$ cat src/rtl/jbi_sc1_rtn_asm_if.sv
// ---------------------------------------------------------------------------
// jbi_sc1_rtn_asm_if
// Bundles the registered scbuf return stream (input side of the assembler)
// and the doubleword return channel towards the JBI (output side).
//
// Signals:
//   scbuf_jbi_data_d1      32  registered return data / ctag on the ctag beat
//   scbuf_jbi_ctag_vld_d1   1  marks the ctag beat
//   scbuf_jbi_ue_err_d1     1  uncorrectable error on the current data beat
//   rtn_vld                 1  FIFO head valid
//   rtn_rdy                 1  consumer ready
//   rtn_ctag               32  ctag of the head dword
//   rtn_data               64  head dword, earlier beat in [63:32]
//   rtn_idx                IW  dword index within the line
//   rtn_last                1  head is the final dword of its line
//   rtn_ue                  1  UE status of the head dword
//
// Handshake: a dword transfers on every rising rclk where rtn_vld & rtn_rdy.
// rtn_vld never depends on rtn_rdy, and while rtn_vld & !rtn_rdy the head
// fields hold steady. The scbuf stream has no ready: one beat per cycle.
//
// Modports: slave = the assembler, master = the environment around it
// (drives the scbuf stream and rtn_rdy, observes the return channel).
// ---------------------------------------------------------------------------
interface jbi_sc1_rtn_asm_if #(
  parameter int BEATS = 16
);
  localparam int IW = (BEATS / 2 > 1) ? $clog2(BEATS / 2) : 1;

  logic [31:0]   scbuf_jbi_data_d1;
  logic          scbuf_jbi_ctag_vld_d1;
  logic          scbuf_jbi_ue_err_d1;
  logic          rtn_vld;
  logic          rtn_rdy;
  logic [31:0]   rtn_ctag;
  logic [63:0]   rtn_data;
  logic [IW-1:0] rtn_idx;
  logic          rtn_last;
  logic          rtn_ue;

  modport slave (
    input  scbuf_jbi_data_d1, scbuf_jbi_ctag_vld_d1, scbuf_jbi_ue_err_d1,
    input  rtn_rdy,
    output rtn_vld, rtn_ctag, rtn_data, rtn_idx, rtn_last, rtn_ue
  );

  modport master (
    output scbuf_jbi_data_d1, scbuf_jbi_ctag_vld_d1, scbuf_jbi_ue_err_d1,
    output rtn_rdy,
    input  rtn_vld, rtn_ctag, rtn_data, rtn_idx, rtn_last, rtn_ue
  );
endinterface

$ cat src/rtl/jbi_sc1_rtn_asm.sv
// ---------------------------------------------------------------------------
// jbi_sc1_rtn_asm
// Return-data assembler on the JBI side of sctag1. Takes one ctag beat and
// BEATS 32-bit data beats, packs beat pairs into 64-bit dwords tagged with
// ctag/idx/last/ue and queues them in a FIFO_DEPTH-entry FIFO.
//
// Ports:
//   rclk       clock
//   rst        asynchronous active-high reset
//   bus        jbi_sc1_rtn_asm_if.slave (scbuf stream in, return channel out)
//   ovf_err    sticky: a dword was dropped because the FIFO was full
//   proto_err  sticky: a ctag beat arrived mid-line
//   busy       FSM not idle or FIFO not empty
//   dbg_state  current FSM state (0 IDLE, 1 HI, 2 LO)
//
// Optional feature macro: JBI_SC1_RTN_UE_STICKY_EN -- once a UE is seen in
// a line, every later dword of that line also reports rtn_ue=1.
// ---------------------------------------------------------------------------
module jbi_sc1_rtn_asm #(
  parameter int BEATS      = 16,
  parameter int FIFO_DEPTH = 4
) (
  input  logic                rclk,
  input  logic                rst,
  jbi_sc1_rtn_asm_if.slave    bus,
  output logic                ovf_err,
  output logic                proto_err,
  output logic                busy,
  output logic [1:0]          dbg_state
);
  localparam int IW = (BEATS / 2 > 1) ? $clog2(BEATS / 2) : 1;
  localparam int PW = $clog2(FIFO_DEPTH);
  localparam logic [IW-1:0] IDX_LAST = IW'(BEATS / 2 - 1);

  typedef enum logic [1:0] {IDLE = 2'd0, HI = 2'd1, LO = 2'd2} state_t;

  state_t        state_q, state_d;
  logic [31:0]   ctag_q, ctag_d;
  logic [31:0]   hi_data_q, hi_data_d;
  logic          hi_ue_q, hi_ue_d;
  logic [IW-1:0] idx_q, idx_d;
  logic          ovf_q, proto_q, proto_set;
  logic          push, dw_ue, dw_last;
`ifdef JBI_SC1_RTN_UE_STICKY_EN
  logic          line_ue_q, line_ue_d;
`endif

  // FIFO storage and pointers (extra MSB distinguishes full from empty)
  logic [31:0]   mem_ctag [FIFO_DEPTH];
  logic [63:0]   mem_data [FIFO_DEPTH];
  logic [IW-1:0] mem_idx  [FIFO_DEPTH];
  logic          mem_last [FIFO_DEPTH];
  logic          mem_ue   [FIFO_DEPTH];
  logic [PW:0]   wr_q, rd_q;
  logic          empty, full, pop, push_ok;

  assign empty   = (wr_q == rd_q);
  assign full    = (wr_q[PW] != rd_q[PW]) && (wr_q[PW-1:0] == rd_q[PW-1:0]);
  assign pop     = !empty && bus.rtn_rdy;
  // A simultaneous pop frees the slot, so a full FIFO still takes the push.
  assign push_ok = push && (!full || pop);
  assign dw_last = (idx_q == IDX_LAST);

  always_comb begin
    state_d   = state_q;
    ctag_d    = ctag_q;
    hi_data_d = hi_data_q;
    hi_ue_d   = hi_ue_q;
    idx_d     = idx_q;
    push      = 1'b0;
    proto_set = 1'b0;
`ifdef JBI_SC1_RTN_UE_STICKY_EN
    line_ue_d = line_ue_q;
    dw_ue     = hi_ue_q | bus.scbuf_jbi_ue_err_d1 | line_ue_q;
`else
    dw_ue     = hi_ue_q | bus.scbuf_jbi_ue_err_d1;
`endif
    if (bus.scbuf_jbi_ctag_vld_d1) begin
      // A ctag beat always starts a new line; mid-line it is a protocol error
      // and the partial dword is abandoned.
      proto_set = (state_q != IDLE);
      ctag_d    = bus.scbuf_jbi_data_d1;
      idx_d     = '0;
`ifdef JBI_SC1_RTN_UE_STICKY_EN
      line_ue_d = 1'b0;
`endif
      state_d   = HI;
    end else begin
      case (state_q)
        HI: begin
          hi_data_d = bus.scbuf_jbi_data_d1;
          hi_ue_d   = bus.scbuf_jbi_ue_err_d1;
          state_d   = LO;
        end
        LO: begin
          push = 1'b1;
`ifdef JBI_SC1_RTN_UE_STICKY_EN
          line_ue_d = dw_ue;
`endif
          if (dw_last) begin
            state_d = IDLE;
          end else begin
            idx_d   = idx_q + 1'b1;
            state_d = HI;
          end
        end
        default: state_d = state_q;
      endcase
    end
  end

  always_ff @(posedge rclk or posedge rst) begin
    if (rst) begin
      state_q   <= IDLE;
      ctag_q    <= '0;
      hi_data_q <= '0;
      hi_ue_q   <= 1'b0;
      idx_q     <= '0;
      ovf_q     <= 1'b0;
      proto_q   <= 1'b0;
`ifdef JBI_SC1_RTN_UE_STICKY_EN
      line_ue_q <= 1'b0;
`endif
    end else begin
      state_q   <= state_d;
      ctag_q    <= ctag_d;
      hi_data_q <= hi_data_d;
      hi_ue_q   <= hi_ue_d;
      idx_q     <= idx_d;
      if (push && !push_ok) ovf_q <= 1'b1;
      if (proto_set) proto_q <= 1'b1;
`ifdef JBI_SC1_RTN_UE_STICKY_EN
      line_ue_q <= line_ue_d;
`endif
    end
  end

  // Storage is reset so that the head fields read as zero out of reset.
  always_ff @(posedge rclk or posedge rst) begin
    if (rst) begin
      wr_q <= '0;
      rd_q <= '0;
      for (int i = 0; i < FIFO_DEPTH; i++) begin
        mem_ctag[i] <= '0;
        mem_data[i] <= '0;
        mem_idx[i]  <= '0;
        mem_last[i] <= 1'b0;
        mem_ue[i]   <= 1'b0;
      end
    end else begin
      if (push_ok) begin
        mem_ctag[wr_q[PW-1:0]] <= ctag_q;
        mem_data[wr_q[PW-1:0]] <= {hi_data_q, bus.scbuf_jbi_data_d1};
        mem_idx[wr_q[PW-1:0]]  <= idx_q;
        mem_last[wr_q[PW-1:0]] <= dw_last;
        mem_ue[wr_q[PW-1:0]]   <= dw_ue;
        wr_q <= wr_q + 1'b1;
      end
      if (pop) rd_q <= rd_q + 1'b1;
    end
  end

  assign bus.rtn_vld  = !empty;
  assign bus.rtn_ctag = mem_ctag[rd_q[PW-1:0]];
  assign bus.rtn_data = mem_data[rd_q[PW-1:0]];
  assign bus.rtn_idx  = mem_idx[rd_q[PW-1:0]];
  assign bus.rtn_last = mem_last[rd_q[PW-1:0]];
  assign bus.rtn_ue   = mem_ue[rd_q[PW-1:0]];
  assign ovf_err      = ovf_q;
  assign proto_err    = proto_q;
  assign busy         = (state_q != IDLE) || !empty;
  assign dbg_state    = state_q;
endmodule

$ cat src/flat_wrapper.sv
// flat-port wrapper written by rule: the top's interface ports become plain ports
module jbi_sc1_rtn_asm_flat 
#(
  parameter int BEATS      = 16,
  parameter int FIFO_DEPTH = 4
)
  (rclk, rst, ovf_err, proto_err, busy, dbg_state, bus_scbuf_jbi_data_d1, bus_scbuf_jbi_ctag_vld_d1, bus_scbuf_jbi_ue_err_d1, bus_rtn_rdy, bus_rtn_vld, bus_rtn_ctag, bus_rtn_data, bus_rtn_idx, bus_rtn_last, bus_rtn_ue);
  jbi_sc1_rtn_asm_if #(.BEATS(BEATS)) bus_i ();
  input  logic rclk;
  input  logic rst;
  output logic ovf_err;
  output logic proto_err;
  output logic busy;
  output logic [1:0] dbg_state;
  input wire logic [$bits(bus_i.scbuf_jbi_data_d1)-1:0] bus_scbuf_jbi_data_d1;
  input wire logic [$bits(bus_i.scbuf_jbi_ctag_vld_d1)-1:0] bus_scbuf_jbi_ctag_vld_d1;
  input wire logic [$bits(bus_i.scbuf_jbi_ue_err_d1)-1:0] bus_scbuf_jbi_ue_err_d1;
  input wire logic [$bits(bus_i.rtn_rdy)-1:0] bus_rtn_rdy;
  output wire logic [$bits(bus_i.rtn_vld)-1:0] bus_rtn_vld;
  output wire logic [$bits(bus_i.rtn_ctag)-1:0] bus_rtn_ctag;
  output wire logic [$bits(bus_i.rtn_data)-1:0] bus_rtn_data;
  output wire logic [$bits(bus_i.rtn_idx)-1:0] bus_rtn_idx;
  output wire logic [$bits(bus_i.rtn_last)-1:0] bus_rtn_last;
  output wire logic [$bits(bus_i.rtn_ue)-1:0] bus_rtn_ue;
  assign bus_i.scbuf_jbi_data_d1 = bus_scbuf_jbi_data_d1;
  assign bus_i.scbuf_jbi_ctag_vld_d1 = bus_scbuf_jbi_ctag_vld_d1;
  assign bus_i.scbuf_jbi_ue_err_d1 = bus_scbuf_jbi_ue_err_d1;
  assign bus_i.rtn_rdy = bus_rtn_rdy;
  assign bus_rtn_vld = bus_i.rtn_vld;
  assign bus_rtn_ctag = bus_i.rtn_ctag;
  assign bus_rtn_data = bus_i.rtn_data;
  assign bus_rtn_idx = bus_i.rtn_idx;
  assign bus_rtn_last = bus_i.rtn_last;
  assign bus_rtn_ue = bus_i.rtn_ue;
  jbi_sc1_rtn_asm #(.BEATS(BEATS), .FIFO_DEPTH(FIFO_DEPTH)) u_core (.rclk(rclk), .rst(rst), .bus(bus_i), .ovf_err(ovf_err), .proto_err(proto_err), .busy(busy), .dbg_state(dbg_state));
endmodule
$ cat config.mk
export PLATFORM = sky130hd
export DESIGN_NAME = jbi_sc1_rtn_asm_flat
export DESIGN_NICKNAME = d
export VERILOG_FILES = /design/src/rtl/jbi_sc1_rtn_asm_if.sv /design/src/rtl/jbi_sc1_rtn_asm.sv /design/src/flat_wrapper.sv
export SDC_FILE = /design/constraint.sdc
export NUM_CORES = 1
export LEC_CHECK = 0
export ABC_AREA = 1
export BUFFER_PORTS_ARGS = -buffer_cell sky130_fd_sc_hd__buf_2
export CAP_MARGIN = 5
export CELL_PAD_IN_SITES_DETAIL_PLACEMENT = 0
export CELL_PAD_IN_SITES_GLOBAL_PLACEMENT = 1
export CORE_MARGIN = 3
export CORE_UTILIZATION = 51
export CTS_BUF_LIST = sky130_fd_sc_hd__clkbuf_4
export DETAILED_ROUTE_END_ITERATION = 8
export PLACE_DENSITY = 0.95
export SETUP_SLACK_MARGIN = 0.5
export SLEW_MARGIN = 25
export SYNTH_ARGS = -nofsm -noshare
export SYNTH_HDL_FRONTEND = slang
export SYNTH_SLANG_ARGS = --single-unit
export TNS_END_PERCENT = 100
$ cat constraint.sdc
create_clock -name rclk -period 28.3 [get_ports rclk]
set_input_delay 8.49 -clock rclk [delete_from_list [all_inputs] [get_ports rclk]]
set_output_delay 8.49 -clock rclk [all_outputs]
set_load 0.02 [all_outputs]
==> results of run 1 <==
-- layout by cell type, fill, tap and decap left out, drive strengths merged, types with 3 or more instances in the layout --
cell type | Yosys | layout
buf | 148 | 171
bufinv | 0 | 3
clkbuf | 112 | 190
clkinv | 0 | 18
dfrtp | 482 | 482
diode | 0 | 6
ha | 7 | 7
inv | 43 | 50
nand2 | 902 | 902
nand3 | 11 | 11
nand4 | 406 | 406
nor2 | 206 | 206
o21ai | 268 | 268
o22ai | 101 | 101
-- cells by family after synthesis --
logic type                 Yosys count
adders and majority gates            7
and+or+nand+nor                   1527
buffers and inverters              303
xor gates and xnor gates             1
DFF                                482
AOI/OAI and AO/OA                  373
muxes                                1
-- critical path: cells and delay by family (launching register included) --
family	cells	cell delay, ns
buf+inv	4	1.71
compound gates	2	0.64
flops	1	0.74
-- final timing paths --
check,end,slack [ns],cells after the start
max in group asynchronous,u_core.mem_data[192]$_DFFE_PP0P_,18.34,4
min in group asynchronous,u_core.mem_data[7]$_DFFE_PP0P_,7.81,2
worst min register to register,u_core.mem_data[119]$_DFFE_PP0P_,0.46,2
worst max-delay path,bus_rtn_ctag[0],15.82,6
worst min-delay path,u_core.mem_data[119]$_DFFE_PP0P_,0.46,2
worst max register to register,u_core.mem_data[76]$_DFFE_PP0P_,23.31,11
-- flip-flops by register name, indices dropped and copies added, names as in the netlist --
| signal | flops |
|---|---|
| u_core.mem_data | 256 |
| u_core.mem_ctag | 128 |
| u_core.hi_data_q | 32 |
| u_core.ovf_err | 1 |
| u_core.rd_q | 3 |
| u_core.mem_last | 4 |
| u_core.wr_q | 3 |
| u_core.proto_err | 1 |
| u_core.dbg_state | 2 |
| u_core.mem_idx | 12 |
| u_core.hi_ue_q | 1 |
| u_core.idx_q | 3 |
| u_core.ctag_q | 32 |
| u_core.mem_ue | 4 |
-- cells in the mapped netlist --
library cell	n
inv_2	4
o31ai_1	1
nor2_2	1
xnor2_1	1
a31o_2	1
nor2_4	1
o21bai_1	1
buf_1	24
o21ai_0	268
nor2_1	204
nand4_1	406
or2_2	1
nand2_1	901
nand3_1	11
inv_1	39
ha_1	7
mux2_2	1
dfrtp_1	482
buf_2	118
buf_6	3
a31oi_1	1
buf_4	3
clkbuf_1	112
nor3_1	1
nand2_4	1
o22ai_1	101
-- stage by stage --
stage | instances | setup slack [ns] | total power, mW
finish | 3407 | 15.82 | 2.90
global route | 3402 | 15.61 | 3.09
CTS | 3399 | 15.65 | 2.89
detailed placement | 3180 | 16.55 | 2.26
global placement | 3180 | 16.62 | 2.23
floorplan | 2694 | 6.36 | 1.85
-- power by group through the flow --
stage,registers [mW],logic [mW],clock network [mW]
after floorplan,1.04,0.810,0
after global placement,1.08,1.15,0
after detailed placement,1.09,1.18,0
after CTS,1.08,1.18,0.635
after global routing,1.11,1.31,0.673
final,1.08,1.19,0.626
-- final cells by class --
class	instances	area, µm²	share of cell area
multi-input cells	1909	9010	0.366
repair buffers	171	998	0.0406
clock inverters	29	196	0.00798
diodes	6	15.0	0.000610
inverters	43	176	0.00717
flip-flops and latches	482	12100	0.490
well taps	577	722	0.0293
clock buffers	190	1430	0.0580
-- routing by layer --
layer  up-vias  wire (µm)
met5         -         28
met4         6       2250
met2      1141      32900
met1     10150      28900
met3       143       7470
li1       9359          -
==> impl_metrics.ini, run 1 <==
[status]
outcome = finished, final reports clean

[power_and_ir_drop]
pwr-share-comb = 0.411
leakage_nw = 12.8
swShare = 0.451
switchingPower_mw = 1.31
clkPwrFrac = 0.216
peakVddDrop_mv = 0.0638
internal_power_mw = 1.59
power_frac_seq = 0.374
pwr_density_cell_mw_per_mm2 = 118

[final_layout]
post-route-util = 0.579
fillers = 3810
syn_to_final_growth_pct = 10.5
fin_nets = 2783
finish.instance_area_mm2 = 0.0246
drive_above_1_share = 0.142

[cts]
clk_pin_slew_worst_paths_ns = 0.06
cts_max_path_buffers = 3
hold_buffers = 0
clock-sinks = 482
cts_tree = built
cts_max_level = 4
cts_buffers = 132
postCtsSetupBuffers = 0
clock_insertion_delay_worst_skew_ns = 0.82
ctsRootBufferMaster = clkbuf_4
cts_resized = 0

[drt]
num_vias = 20799
viasPerCell = 6.10
antenna_left = 0
drt-total-wl_um = 71600
wl_per_cell_um = 21.0
drt_iter0_markers = 2304
drt-pass1-iter-count = 5
drc = 0

[sta]
tns_ns = 0
clock.fmax_mhz = 80.1
hold_viol = 0
tightest_slew_ns = 1.08
slew_viol_final = 0
grt_setup_unrepaired = no
finalSetupViolCount = 0
period_share = 0.441
fin_crit_ns = 12.48
skew_ns = 0.0464
max_slew_margin = 0.281
timing.hold.ws_ns = 0.463

[logic_synthesis]
syn_avg_cell_area_um2 = 8.27
synth_area_leaders = dfrtp_1 (54%), nand2_1 (15%), nand4_1 (11%)
synth_seq_cells = 482
yosys_warnings = 0
synth_cell_types = 26
ys_seq_area_frac = 0.542
syn_inst = 2694
netlist.top_cell.by_area = dfrtp_1
synth-xor-area-share = 0.000393
synthMuxAreaShare = 0.000506
netlist.area_leader.share = 0.542
synth_top_family_by_area = simple AND/OR/NAND/NOR gates
syn-cell-area_mm2 = 0.0223
synth_adder_area_share = 0.00393
synth_nets = 2738
synth_simple_gate_area_frac = 0.305
synth_compound_area_frac = 0.0899

[floorplan]
die_w_um = 215
die-area_mm2 = 0.0462
die_height_um = 215
ios = 144
rows = 75
core_mm2 = 0.0425
start_util = 0.524

[global_route]
grt_pass1_wl_um = 114000
track_usage = 0.305
busiest_layer = met2
grt_max_degree = 218
grt_pass1_vias = 20205
antenna_found_initial = 5
gr-usage-met3 = 0.0725
grt_overflow = 0
met2_usage = 0.473
grt_use_met1 = 0.417

[critical_path]
crit_required_ns = 19.81
cp-end-kind = output port
cp_slowest_stage_delay_ns = 0.74
cp_common_cell = buf_4
r2r_start = u_core.rd_q[1]$_DFFE_PP0P_
cp_data_arrival_time_ns = 3.99
cpMaxStageDelayCell = dfrtp_4
worst_setup_path_start_kind = register
crit_chain = buf_4, buf_16, buf_4, o21ai_0, o22ai_1, buf_2
crit_type = register to output port
cp-startpoint = u_core.rd_q[0]$_DFFE_PP0P_
crit_path_max_fanout = 73

[job]
drv_cap = 0

[placed_design]
port-buffer-count = 143
gp_congestion = 0.823
place_area_mm2 = 0.0229
dp_hpwl_um = 37900

[min_path]
min_from = u_core.mem_data[119]$_DFFE_PP0P_
hold_class = register to register
(Power assumes the default switching activity.)
==> run 2: changes to the inputs <==
CORE_UTILIZATION = 48   (was 51)
PLACE_DENSITY = 0.91   (was 0.95)
clock period = 12 ns   (was 28.3 ns; I/O delays follow)
==> run 2 against run 1 <==
Against the previous run:
- via count shrank 1.3%
- utilization shrank 3.9 points
- critical endpoint is now bus_rtn_ctag[1]
- clock power grew 130%
- final cell count grew 0.47%
- final area is essentially flat
- wire length shrank 1.7%
- die area grew 6.1%
- critical path depth shrank 1
- first-iteration DRC count shrank 1.0%
- power grew 130%
- critical path type unchanged
- flip-flop and latch count is the same
- worst setup slack lost 11 ns
==> impl_metrics.ini, run 2 (synthesis gave the netlist of run 1 again) <==
[status]
outcome = finished, final reports clean

[final_layout]
largest_reg_flops = 256
drive_above_1_share = 0.141
fin_nets = 2784
final_common_cell = nand2_1
finalNonFillerCells = 3423
layout_common_cells = nand2_1 (901), dfrtp_1 (480), nand4_1 (406)
reg_top3 = u_core.mem_data x256, u_core.mem_ctag x128
syn_to_final_growth_pct = 10.5
regMostFlops = u_core.mem_data

[global_route]
grt_use_met1 = 0.385
grt_max_degree = 238
met2_usage = 0.426
antenna_found_initial = 8
busiest_layer = met2
grt_pass1_vias = 19771
gr-usage-met3 = 0.0710
grt_pass1_wl_um = 111000
track_usage = 0.281
grt_overflow = 0

[critical_path]
crit_path_max_fanout = 57
cp_slowest_stage_delay_ns = 0.77
critPathTopFamily = buffers and inverters
r2r_slack_ns = 7.07
r2r_start = u_core.rd_q[0]$_DFFE_PP0P_
worst_setup_path_start_kind = register
cp_data_arrival_time_ns = 3.99
cp-startpoint = u_core.rd_q[1]$_DFFE_PP0P_
crit_required_ns = 8.40
crit_type = register to output port
cp-end-kind = output port
critical_path_buf_inv_count = 3
cpMaxStageDelayCell = inv_2
crit_chain = inv_2, buf_4, o21ai_0, o22ai_1, buf_2

[cts]
cts_max_level = 4
clock-sinks = 482
ctsRootBufferMaster = clkbuf_4
cts_resized = 0
postCtsSetupBuffers = 0
cts_tree = built
cts_max_path_buffers = 3
hold_buffers = 0
clk_pin_slew_worst_paths_ns = 0.06
clock_insertion_delay_worst_skew_ns = 0.83
cts_buffers = 133

[floorplan]
rows = 78
die_w_um = 221
core_mm2 = 0.0456
die_height_um = 221
ios = 144
die-area_mm2 = 0.0490
start_util = 0.489

[drt]
num_vias = 20539
antenna_left = 0
drt_iter0_markers = 2281
wl_per_cell_um = 20.5
drt-total-wl_um = 70300
drt-pass1-iter-count = 6
viasPerCell = 6.00
drc = 0

[placed_design]
dp_hpwl_um = 38200
port-buffer-count = 143
placed_cells = 3202
gp_congestion = 0.808

[sta]
tns_ns = 0
hold_viol = 0
finalSetupViolCount = 0
grt_setup_unrepaired = no
slew_viol_final = 0
period_share = 0.632
skew_ns = 0.0400
tightest_slew_ns = 1.08
max_slew_margin = 0.277
fin_crit_ns = 7.59
clock.fmax_mhz = 132

[job]
drv_cap = 0

[power_and_ir_drop]
peakVddDrop_mv = 0.161
pwr_density_cell_mw_per_mm2 = 276
leakage_nw = 12.8

[min_path]
min_from = u_core.mem_data[102]$_DFFE_PP0P_
hold_class = register to register
==> run 2: final cells by class <==
cell class,count,area (µm²)
Antenna cell,1,2.50
Clock buffer,200,1500
Fill cell,4213,21000
Clock inverter,17,90.1
Timing Repair Buffer,171,1030
Sequential cell,482,12100
Tap cell,600,751
Inverter,43,170
Multi-Input combinational cell,1909,9010
==> run 2: stage by stage <==
stage / power [mW] / worst slack, ns / hold slack, ns / cell area (µm²) / utilization
detailed placement: 5.34 / 4.99 / 0.453 / 23000 / 0.504
global placement: 5.28 / 5.05 / 0.448 / 22900 / 0.503
CTS: 6.79 / 4.41 / 0.466 / 24500 / 0.538
floorplan: 4.36 / 1.87 / 0.437 / 22300 / -
global route: 7.23 / 4.17 / 0.482 / 24600 / 0.540
finish: 6.79 / 4.41 / 0.465 / 24600 / 0.540
==> run 2: path summary, 6_finish.rpt <==
kind,cells past startpoint,end
setup / recovery,5,bus_rtn_ctag[1]
hold / removal,2,u_core.mem_data[102]$_DFFE_PP0P_
setup reg to reg,10,u_core.mem_data[214]$_DFFE_PP0P_
hold reg to reg,2,u_core.mem_data[102]$_DFFE_PP0P_
max in group asynchronous,5,u_core.mem_data[197]$_DFFE_PP0P_
min in group asynchronous,2,u_core.mem_ctag[13]$_DFFE_PP0P_
==> run 2: worst reg2reg max path, stage by stage (launching register included) <==
cell     delay (ns)
dfrtp_4        0.74
inv_6          0.74
buf_6          0.73
nand2_1        0.20
nand2_1        0.15
nor2_4         0.09
nand2_8        0.43
nand3_4        0.76
buf_4          0.68
nand2_1        0.22
nand2_1        0.08
==> run 2: metal layers <==
| metal | up-vias | share of wire |
|---|---|---|
| met5 | - | 0.00088 |
| met4 | 10 | 0.034 |
| met3 | 160 | 0.093 |
| met2 | 997 | 0.46 |
| met1 | 10014 | 0.42 |
| li1 | 9358 | - |
==> run 2: power breakdown <==
| part | leakage, nW | internal (mW) | switching, mW |
|---|---|---|---|
| Sequential | 6.34 | 2.19 | 0.405 |
| Combinational | 5.52 | 0.772 | 1.99 |
| Clock | 0.965 | 0.771 | 0.663 |
| Total | 12.8 | 3.73 | 3.06 |
